**src/rtl/slab_alloc_pkg.sv**
```systemverilog
// rtl/slab_alloc_pkg.sv - shared request/response types for the slab allocator
package slab_alloc_pkg;

  // Widest byte address any configuration of the allocator may present.
  localparam int SLAB_ADDR_MAX_W = 32;

  typedef struct packed {
    logic [SLAB_ADDR_MAX_W-1:0] addr;
  } slab_free_req_struct;

  typedef struct packed {
    logic                       error;
    logic [SLAB_ADDR_MAX_W-1:0] addr;
  } slab_alloc_resp_struct;

  localparam int SLAB_FREE_REQ_STRUCT_W   = $bits(slab_free_req_struct);
  localparam int SLAB_ALLOC_RESP_STRUCT_W = $bits(slab_alloc_resp_struct);

  // Mask selecting the within-slab offset bits of a byte address.
  function automatic logic [SLAB_ADDR_MAX_W-1:0] slab_offset_mask(input int slab_bytes);
    return SLAB_ADDR_MAX_W'(slab_bytes - 1);
  endfunction

endpackage

```
**src/rtl/slab_free_fifo.sv**
```systemverilog
// rtl/slab_free_fifo.sv - reset-initialised circular FIFO of free slab indices
module slab_free_fifo
  import slab_alloc_pkg::*;
#(
  parameter int DEPTH = 8,
  parameter int IDX_W = $clog2(DEPTH)
) (
  input  logic             clk,
  input  logic             rst,
  input  logic             push,
  input  logic [IDX_W-1:0] push_idx,
  input  logic             pop,
  output logic [IDX_W-1:0] head_idx,
  output logic [IDX_W:0]   count,
  output logic             full,
  output logic             empty
);

  localparam logic [IDX_W-1:0] LAST_PTR   = IDX_W'(DEPTH - 1);
  localparam logic [IDX_W:0]   FULL_COUNT = (IDX_W + 1)'(DEPTH);

  logic [IDX_W-1:0] entry [DEPTH];
  logic [IDX_W-1:0] rd_ptr;
  logic [IDX_W-1:0] wr_ptr;
  logic             do_push;
  logic             do_pop;

  // Pointers wrap explicitly so non-power-of-two depths stay in range.
  function automatic logic [IDX_W-1:0] next_ptr(input logic [IDX_W-1:0] ptr);
    return (ptr == LAST_PTR) ? '0 : ptr + 1'b1;
  endfunction

  // Status flags and guarded push/pop: a full FIFO refuses pushes, an empty one ignores pops.
  always_comb begin
    full     = (count == FULL_COUNT);
    empty    = (count == '0);
    do_push  = push & ~full;
    do_pop   = pop & ~empty;
    head_idx = entry[rd_ptr];
  end

  // Reset loads every slab index in order; otherwise push/pop update pointers and count.
  always_ff @(posedge clk) begin
    if (rst) begin
      for (int i = 0; i < DEPTH; i++) begin
        entry[i] <= IDX_W'(i);
      end
      rd_ptr <= '0;
      wr_ptr <= '0;
      count  <= FULL_COUNT;
    end else begin
      if (do_push) begin
        entry[wr_ptr] <= push_idx;
        wr_ptr        <= next_ptr(wr_ptr);
      end
      if (do_pop) begin
        rd_ptr <= next_ptr(rd_ptr);
      end
      case ({do_push, do_pop})
        2'b10:   count <= count + 1'b1;
        2'b01:   count <= count - 1'b1;
        default: count <= count;
      endcase
    end
  end

endmodule

```
**src/rtl/slab_alloc_tracker.sv**
```systemverilog
// rtl/slab_alloc_tracker.sv - free-list slab allocator; optional SLAB_ALLOC_ADDR_CHECK_EN free-address check
module slab_alloc_tracker
  import slab_alloc_pkg::*;
#(
  parameter int NUM_SLABS  = 8,
  parameter int SLAB_BYTES = 64,
  localparam int ADDR_W    = $clog2(NUM_SLABS * SLAB_BYTES),
  localparam int IDX_W     = $clog2(NUM_SLABS),
  localparam int OFF_W     = $clog2(SLAB_BYTES)
) (
  input  logic              clk,
  input  logic              rst,
  input  logic              src_free_slab_req_val,
  input  logic [ADDR_W-1:0] src_free_slab_req_addr,
  output logic              free_slab_src_req_rdy,
  input  logic              src_alloc_slab_consume_val,
  output logic              alloc_slab_src_resp_error,
  output logic [ADDR_W-1:0] alloc_slab_src_resp_addr
);

  slab_free_req_struct   free_req;
  slab_alloc_resp_struct alloc_resp;

  logic [IDX_W-1:0] push_idx;
  logic [IDX_W-1:0] head_idx;
  logic [IDX_W:0]   count;
  logic             full;
  logic             empty;
  logic             free_fire;
  logic             push;
  logic             pop;

  // Free side: handshake whenever the list has room, convert byte address to slab index.
  always_comb begin
    free_req.addr         = SLAB_ADDR_MAX_W'(src_free_slab_req_addr);
    free_slab_src_req_rdy = ~full;
    free_fire             = src_free_slab_req_val & free_slab_src_req_rdy;
    push_idx              = IDX_W'(free_req.addr >> OFF_W);
  end

`ifdef SLAB_ALLOC_ADDR_CHECK_EN
  logic addr_bad;

  // Misaligned or out-of-range frees still complete the handshake but are dropped.
  always_comb begin
    addr_bad = ((free_req.addr & slab_offset_mask(SLAB_BYTES)) != '0) ||
               (free_req.addr >= SLAB_ADDR_MAX_W'(NUM_SLABS * SLAB_BYTES));
    push     = free_fire & ~addr_bad;
  end

  // Flag a dropped free so a caller bug is visible in simulation.
  always @(posedge clk) begin
    if (!rst && free_fire && addr_bad) begin
      $error("slab_alloc_tracker: bad free address 0x%0h discarded", free_req.addr);
    end
  end
`else
  // Every accepted free is pushed; offset bits are simply dropped.
  always_comb begin
    push = free_fire;
  end
`endif

  // Alloc side: present the head slab as a byte address, or error when nothing is free.
  always_comb begin
    pop                       = src_alloc_slab_consume_val & ~empty;
    alloc_resp.error          = empty;
    alloc_resp.addr           = empty ? '0 : (SLAB_ADDR_MAX_W'(head_idx) << OFF_W);
    alloc_slab_src_resp_error = alloc_resp.error;
    alloc_slab_src_resp_addr  = ADDR_W'(alloc_resp.addr);
  end

  slab_free_fifo #(
    .DEPTH (NUM_SLABS),
    .IDX_W (IDX_W)
  ) u_free_fifo (
    .clk      (clk),
    .rst      (rst),
    .push     (push),
    .push_idx (push_idx),
    .pop      (pop),
    .head_idx (head_idx),
    .count    (count),
    .full     (full),
    .empty    (empty)
  );

endmodule

```
**config.mk**
```make
export PLATFORM = sky130hd
export DESIGN_NAME = slab_alloc_tracker
export DESIGN_NICKNAME = d
export VERILOG_FILES = /design/src/rtl/slab_alloc_pkg.sv /design/src/rtl/slab_free_fifo.sv /design/src/rtl/slab_alloc_tracker.sv
export SDC_FILE = /design/constraint.sdc
export NUM_CORES = 1
export LEC_CHECK = 0
export CAP_MARGIN = 20
export CORE_ASPECT_RATIO = 0.75
export CORE_MARGIN = 1.5
export CORE_UTILIZATION = 50
export DETAILED_ROUTE_END_ITERATION = 12
export GPL_ROUTABILITY_DRIVEN = 1
export PLACE_DENSITY = 0.73
export SLEW_MARGIN = 15
export SYNTH_ARGS = -nofsm -noshare
export SYNTH_HDL_FRONTEND = slang
export SYNTH_HIERARCHICAL = 1
export SYNTH_SLANG_ARGS = --single-unit
```
**constraint.sdc**
```tcl
create_clock -name clk -period 4.2 [get_ports clk]
set_input_delay 0.84 -clock clk [delete_from_list [all_inputs] [get_ports clk]]
set_output_delay 0.84 -clock clk [all_outputs]
set_load 0.1 [all_outputs]
```
Word-level counts from Yosys, hierarchy flattened:

Memory sizes are Yosys's and may differ from the RTL's. A register that Yosys moved wholly into a read port is not among the register bits.
Cells that the tools add are included.
W data, S select, Z words.

* add/sub/neg operators: 4
* equal/unequal tests: 5
* multiplexer cells: 14
* bitwise gates (word level): 6
* reduce and logical (&&, ||, !) cells: 3

Operators with widths (count)
* $mux W3: 6
* $mux W9: 1
* $pmux W4 S2: 1
* $add A3 B1 Y3 const B: 2
* $eq A3 B3 Y1 const B: 2
* $mux W1: 6
* $add A4 B1 Y4 const B: 1
* $and A1 B1 Y1: 4
* $eq A4 B4 Y1 const B: 1
* $logic_not A4 Y1: 1
* $sub A4 B1 Y4 const B: 1
* $reduce_or A3 Y1: 1
* $eq A2 B1 Y1 const B: 1
* $eq A2 B2 Y1 const B: 1
* $not A1 Y1: 2
* $reduce_bool A2 Y1: 1

* register bits: 10
* bits in writable memories: 24
* input port bits: 13
* output and inout bits: 11
* word-level logic and storage cells: 36
* memories kept: 1

Memories
* u_free_fifo.entry: words 8, bits a word 3, rd ports 1, clocked after memory_dff 1, write ports 8, RTL line slab_free_fifo.sv:22 `logic [IDX_W-1:0] entry [DEPTH];`

Depth between registers and ports, before layout:

* depth after elaboration: 9
* gate-level depth with buffers: 12
* mapped depth without buffers: 11

By module:

Netlist, hierarchy kept.

Modules (own cells, without submodules)
* slab_free_fifo: times used 1, cells each 151, area each 1796.7 µm²
* slab_alloc_tracker: times used 1, cells each 13, area each 83.8 µm²

Least setup slack after synthesis:

OpenSTA, ideal clock, no wires.

* kind: flip-flop to output port
* from: register u_free_fifo.count[0]
* to: output port alloc_slab_src_resp_addr[6]
* arrival: 5.255 ns
* setup slack: -1.895 ns
* stages on the path, launching flop included: 3
* path through: dfxtp_1 > nor4_1 > nor2b_1

* longest elaborated chain between the ends: 2

Ends and longest elaborated chain
* start, declared: RTL line slab_free_fifo.sv:14 `output logic [IDX_W:0] count,`
* start signal, assigned: RTL line slab_free_fifo.sv:60 `2'b10: count <= count + 1'b1;`
* start signal, assigned: RTL line slab_free_fifo.sv:61 `2'b01: count <= count - 1'b1;`
* start signal, assigned: RTL line slab_free_fifo.sv:62 `default: count <= count;`
* $logic_not A4 Y1: RTL line slab_free_fifo.sv:36 `empty = (count == '0);`
* named net alloc_slab_src_resp_error: RTL line slab_alloc_tracker.sv:17 `output logic alloc_slab_src_resp_error,`
* $mux W9: RTL line slab_alloc_tracker.sv:68 `alloc_resp.addr = empty ? '0 : (SLAB_ADDR_MAX_W'(head_idx) << OFF_W);`
* end, declared: RTL line slab_alloc_tracker.sv:18 `output logic [ADDR_W-1:0] alloc_slab_src_resp_addr`

The timed path passes the listed nets, and every way through them passes these cells.

Worst setup path in the final report:

* from: register u_free_fifo.count[0]
* to: output port free_slab_src_req_rdy

* longest elaborated chain between the ends: 2

Ends and longest elaborated chain
* $eq A4 B4 Y1: RTL line slab_free_fifo.sv:35 `full = (count == FULL_COUNT);`
* named net full: RTL line slab_alloc_tracker.sv:27 `logic full;`
* $not A1 Y1: RTL line slab_alloc_tracker.sv:36 `free_slab_src_req_rdy = ~full;`
* end, declared: RTL line slab_alloc_tracker.sv:15 `output logic free_slab_src_req_rdy,`

The timed path passes the listed nets, and every way through them passes these cells.

==> impl_metrics.env <==
export IMPL_netlist_instances=164
export IMPL_ir_drop_mv=0.503
export IMPL_pin_count=24
export IMPL_htree_levels=2
export IMPL_ys_ff_latch=37
export IMPL_path_clk_slew_ps=70
export IMPL_r2r_end="u_free_fifo/count[3]"
export IMPL_min_path_type="flop to flop"
export IMPL_rrSetupSlack_ps=1120
export IMPL_r2r_start="u_free_fifo/count[0]"
export IMPL_final_area_mm2=0.00212
export IMPL_drt_wl_total_um=3610
export IMPL_p_per_area_mw_per_mm2=698
export IMPL_nets=196
export IMPL_max_cap_violations=0
export IMPL_dieArea_mm2=0.00414
export IMPL_hold_end="u_free_fifo/rd_ptr[2]"
export IMPL_grt_pass1_vias=1187
export IMPL_core_rowCount=19
export IMPL_wl_per_cell_um=15.8
export IMPL_avgSynthCellArea_um2=11.5
export IMPL_fin_setup_tns_ps=0
export IMPL_synthMostInstantiatedCell="edfxtp_1"
export IMPL_cts_tree="built"
export IMPL_max_freq_mhz=298
export IMPL_num_antenna_cells=0
export IMPL_grtUsageTotal=0.199
export IMPL_hold_depth=2
export IMPL_cts_resized=0
export IMPL_worstPathArrival_ps=2520
export IMPL_portBuffers=11
export IMPL_synth_commonest_cells="24 x edfxtp_1, 14 x nor2_1, 13 x dfxtp_1, 10 x a21oi_1, 10 x nand2_1"
export IMPL_die_w_um=73.8
export IMPL_insertion_delay_ps=290
export IMPL_drive_above_1_share=0.148
export IMPL_fillers=318
export IMPL_start_util=0.517
export IMPL_period_needed_ps=3360
export IMPL_cp_required_ps=3360
export IMPL_worstSetupEndpointType="output pin"
export IMPL_cp_max_fo=6
export IMPL_grt_max_degree=24
export IMPL_hold_buffers=0
export IMPL_initialDrtViolationCount=60
export IMPL_ant_nets=0
export IMPL_post_dp_cell_area_mm2=0.00200
export IMPL_start_kind="flop"
export IMPL_slew_limit_headroom=0.355
export IMPL_gr_total_overflow=0
export IMPL_max_stage_delay_ps=960
export IMPL_post_cts_buffers=0
export IMPL_synth_cell_types=40
export IMPL_critPathBufInv=3
export IMPL_areaGrowthSynthToFinish_pct=12.6
export IMPL_critPathTopFamily="buffers and inverters"
export IMPL_root_buffer="clkbuf_8"
export IMPL_synth_top_area_cell="edfxtp_1"
export IMPL_crit_type="flop to output pin"
export IMPL_ys_seq_area_frac=0.522
export IMPL_ys_warnings_count=6
export IMPL_cp_common_cell="inv_1"
export IMPL_drc=0
export IMPL_cts_buffers_inserted=5
export IMPL_grt_setup_unrepaired="no"
export IMPL_drt_vias_per_instance=5.61
export IMPL_first_pass_iters=4
export IMPL_yosysTopAreaCellShare=0.383
export IMPL_hold_violations=0
export IMPL_r2r_cells=10
export IMPL_p_leak_nw=0.755
export IMPL_synth_area_mm2=0.00188
export IMPL_synth_edf_count=24
export IMPL_core_area_mm2=0.00364
export IMPL_final_max_slew_viol_count=0
export IMPL_path_cells="or4b_1 > inv_1 > inv_1 > clkdlybuf4s50_1"
export IMPL_grt_first_pass_wirelength_um=5940
export IMPL_dr_total_vias=1280
export IMPL_hold_slack_ps=527
export IMPL_gp_congestion=0.811
export IMPL_finalSetupViolations=0
export IMPL_status="completed"
export IMPL_crit_path_top_delay_cell="clkdlybuf4s50_1"
export IMPL_period_share=0.799
export IMPL_p_total_mw=1.48
export IMPL_ys_top_cells_by_area="edfxtp_1 38%, dfxtp_1 14%, mux4_2 7.2%"
export IMPL_die_h_um=56.1
export IMPL_tightestPinTransition_ps=965
export IMPL_clock_sinks=37
export IMPL_fin_skew_ps=3.19
export IMPL_hold_start="u_free_fifo/rd_ptr[2]"
export IMPL_async_flop_share=0
export IMPL_antenna_found_initial=0
export IMPL_synth_flop_cell="edfxtp_1"
export IMPL_dp_hpwl_um=2740
export IMPL_cts_buffer_depth=2
==> registers in the layout, summed over array words and instances, names as in the netlist, named ones only <==
signal              count
u_free_fifo/count       4
u_free_fifo/entry      24
u_free_fifo/rd_ptr      3
u_free_fifo/wr_ptr      3
==> cell usage in the layout, fill, tap and decap left out, types with 4 or more instances in the layout <==
master	netlist	final
conb_1	1	6
ha_1	7	7
nor2_1	14	14
mux4_2	6	6
and3_1	8	8
inv_1	7	7
a21oi_1	10	10
dfxtp_1	13	13
clkbuf_8	0	5
edfxtp_1	24	24
nand3_1	4	4
nor2b_1	5	5
or3_1	7	7
clkdlybuf4s50_1	0	8
nand2_1	10	10
==> layer usage <==
metal	vias to the layer above	GRT usage	wire length (um)
met3	5	0.0489	197
met2	39	0.301	1740
met4	0	0.0794	49
met5	-	0	0
li1	608	-	-
met1	628	0.275	1620
==> worst max-delay path by stage <==
stage	start	endpoint	slack [ps]	depth (start not counted)
2_1_floorplan	u_free_fifo/count[0]	u_free_fifo/count[3]	750	10
3_3_place_gp	src_free_slab_req_val	u_free_fifo/count[3]	850	9
3_5_place_dp	src_free_slab_req_val	u_free_fifo/count[3]	760	9
4_1_cts	u_free_fifo/count[0]	free_slab_src_req_rdy	830	4
5_1_grt	u_free_fifo/count[0]	free_slab_src_req_rdy	760	4
6_report	u_free_fifo/count[0]	free_slab_src_req_rdy	840	4
==> area by class of cell <==
cell class	count	area, um2	area share
Timing Repair Buffer	12	108	0.0508
Multi-Input combinational cell	112	827	0.391
Clock inverter	3	41.3	0.0195
Clock buffer	5	68.8	0.0325
Tap cell	52	65.1	0.0307
Inverter	7	26.3	0.0124
Sequential cell	37	981	0.463
==> report_power, final <==
part	switching [mW]	leakage (nW)	internal, mW
combinational	0.470	0.392	0.211
sequential	0.0646	0.312	0.431
clock	0.127	0.0518	0.175
==> worst register-to-register path: cells and delay by family, from the launching register on <==
family / cells / cell delay [ps]
simple gates: 4 / 1170
fa+ha+maj: 2 / 620
compound gates: 3 / 590
flops: 1 / 490
buf+inv: 1 / 90
==> stage by stage <==
stage	utilization	setup WS [ps]	instances
after floorplan	-	753	169
after global placement	0.550	854	219
after detailed placement	0.550	759	219
after CTS	0.581	835	227
after global routing	0.582	758	228
final	0.582	842	228
==> cells by family (layout without fill, tap and decap cells) <==
family,Yosys count,count (layout),synth area share
AO/OA/AOI/OAI,17,17,0.0566
XOR/XNOR,2,2,0.00932
adder cells (fa/ha/maj),8,8,0.0572
buffers and inverters,20,27,0.0565
flip-flops,37,37,0.522
multiplexers,9,9,0.0898
other,1,6,0.00199
AND/OR/NAND/NOR,70,70,0.207
No activity file was read; power rests on OpenSTA's default activity.
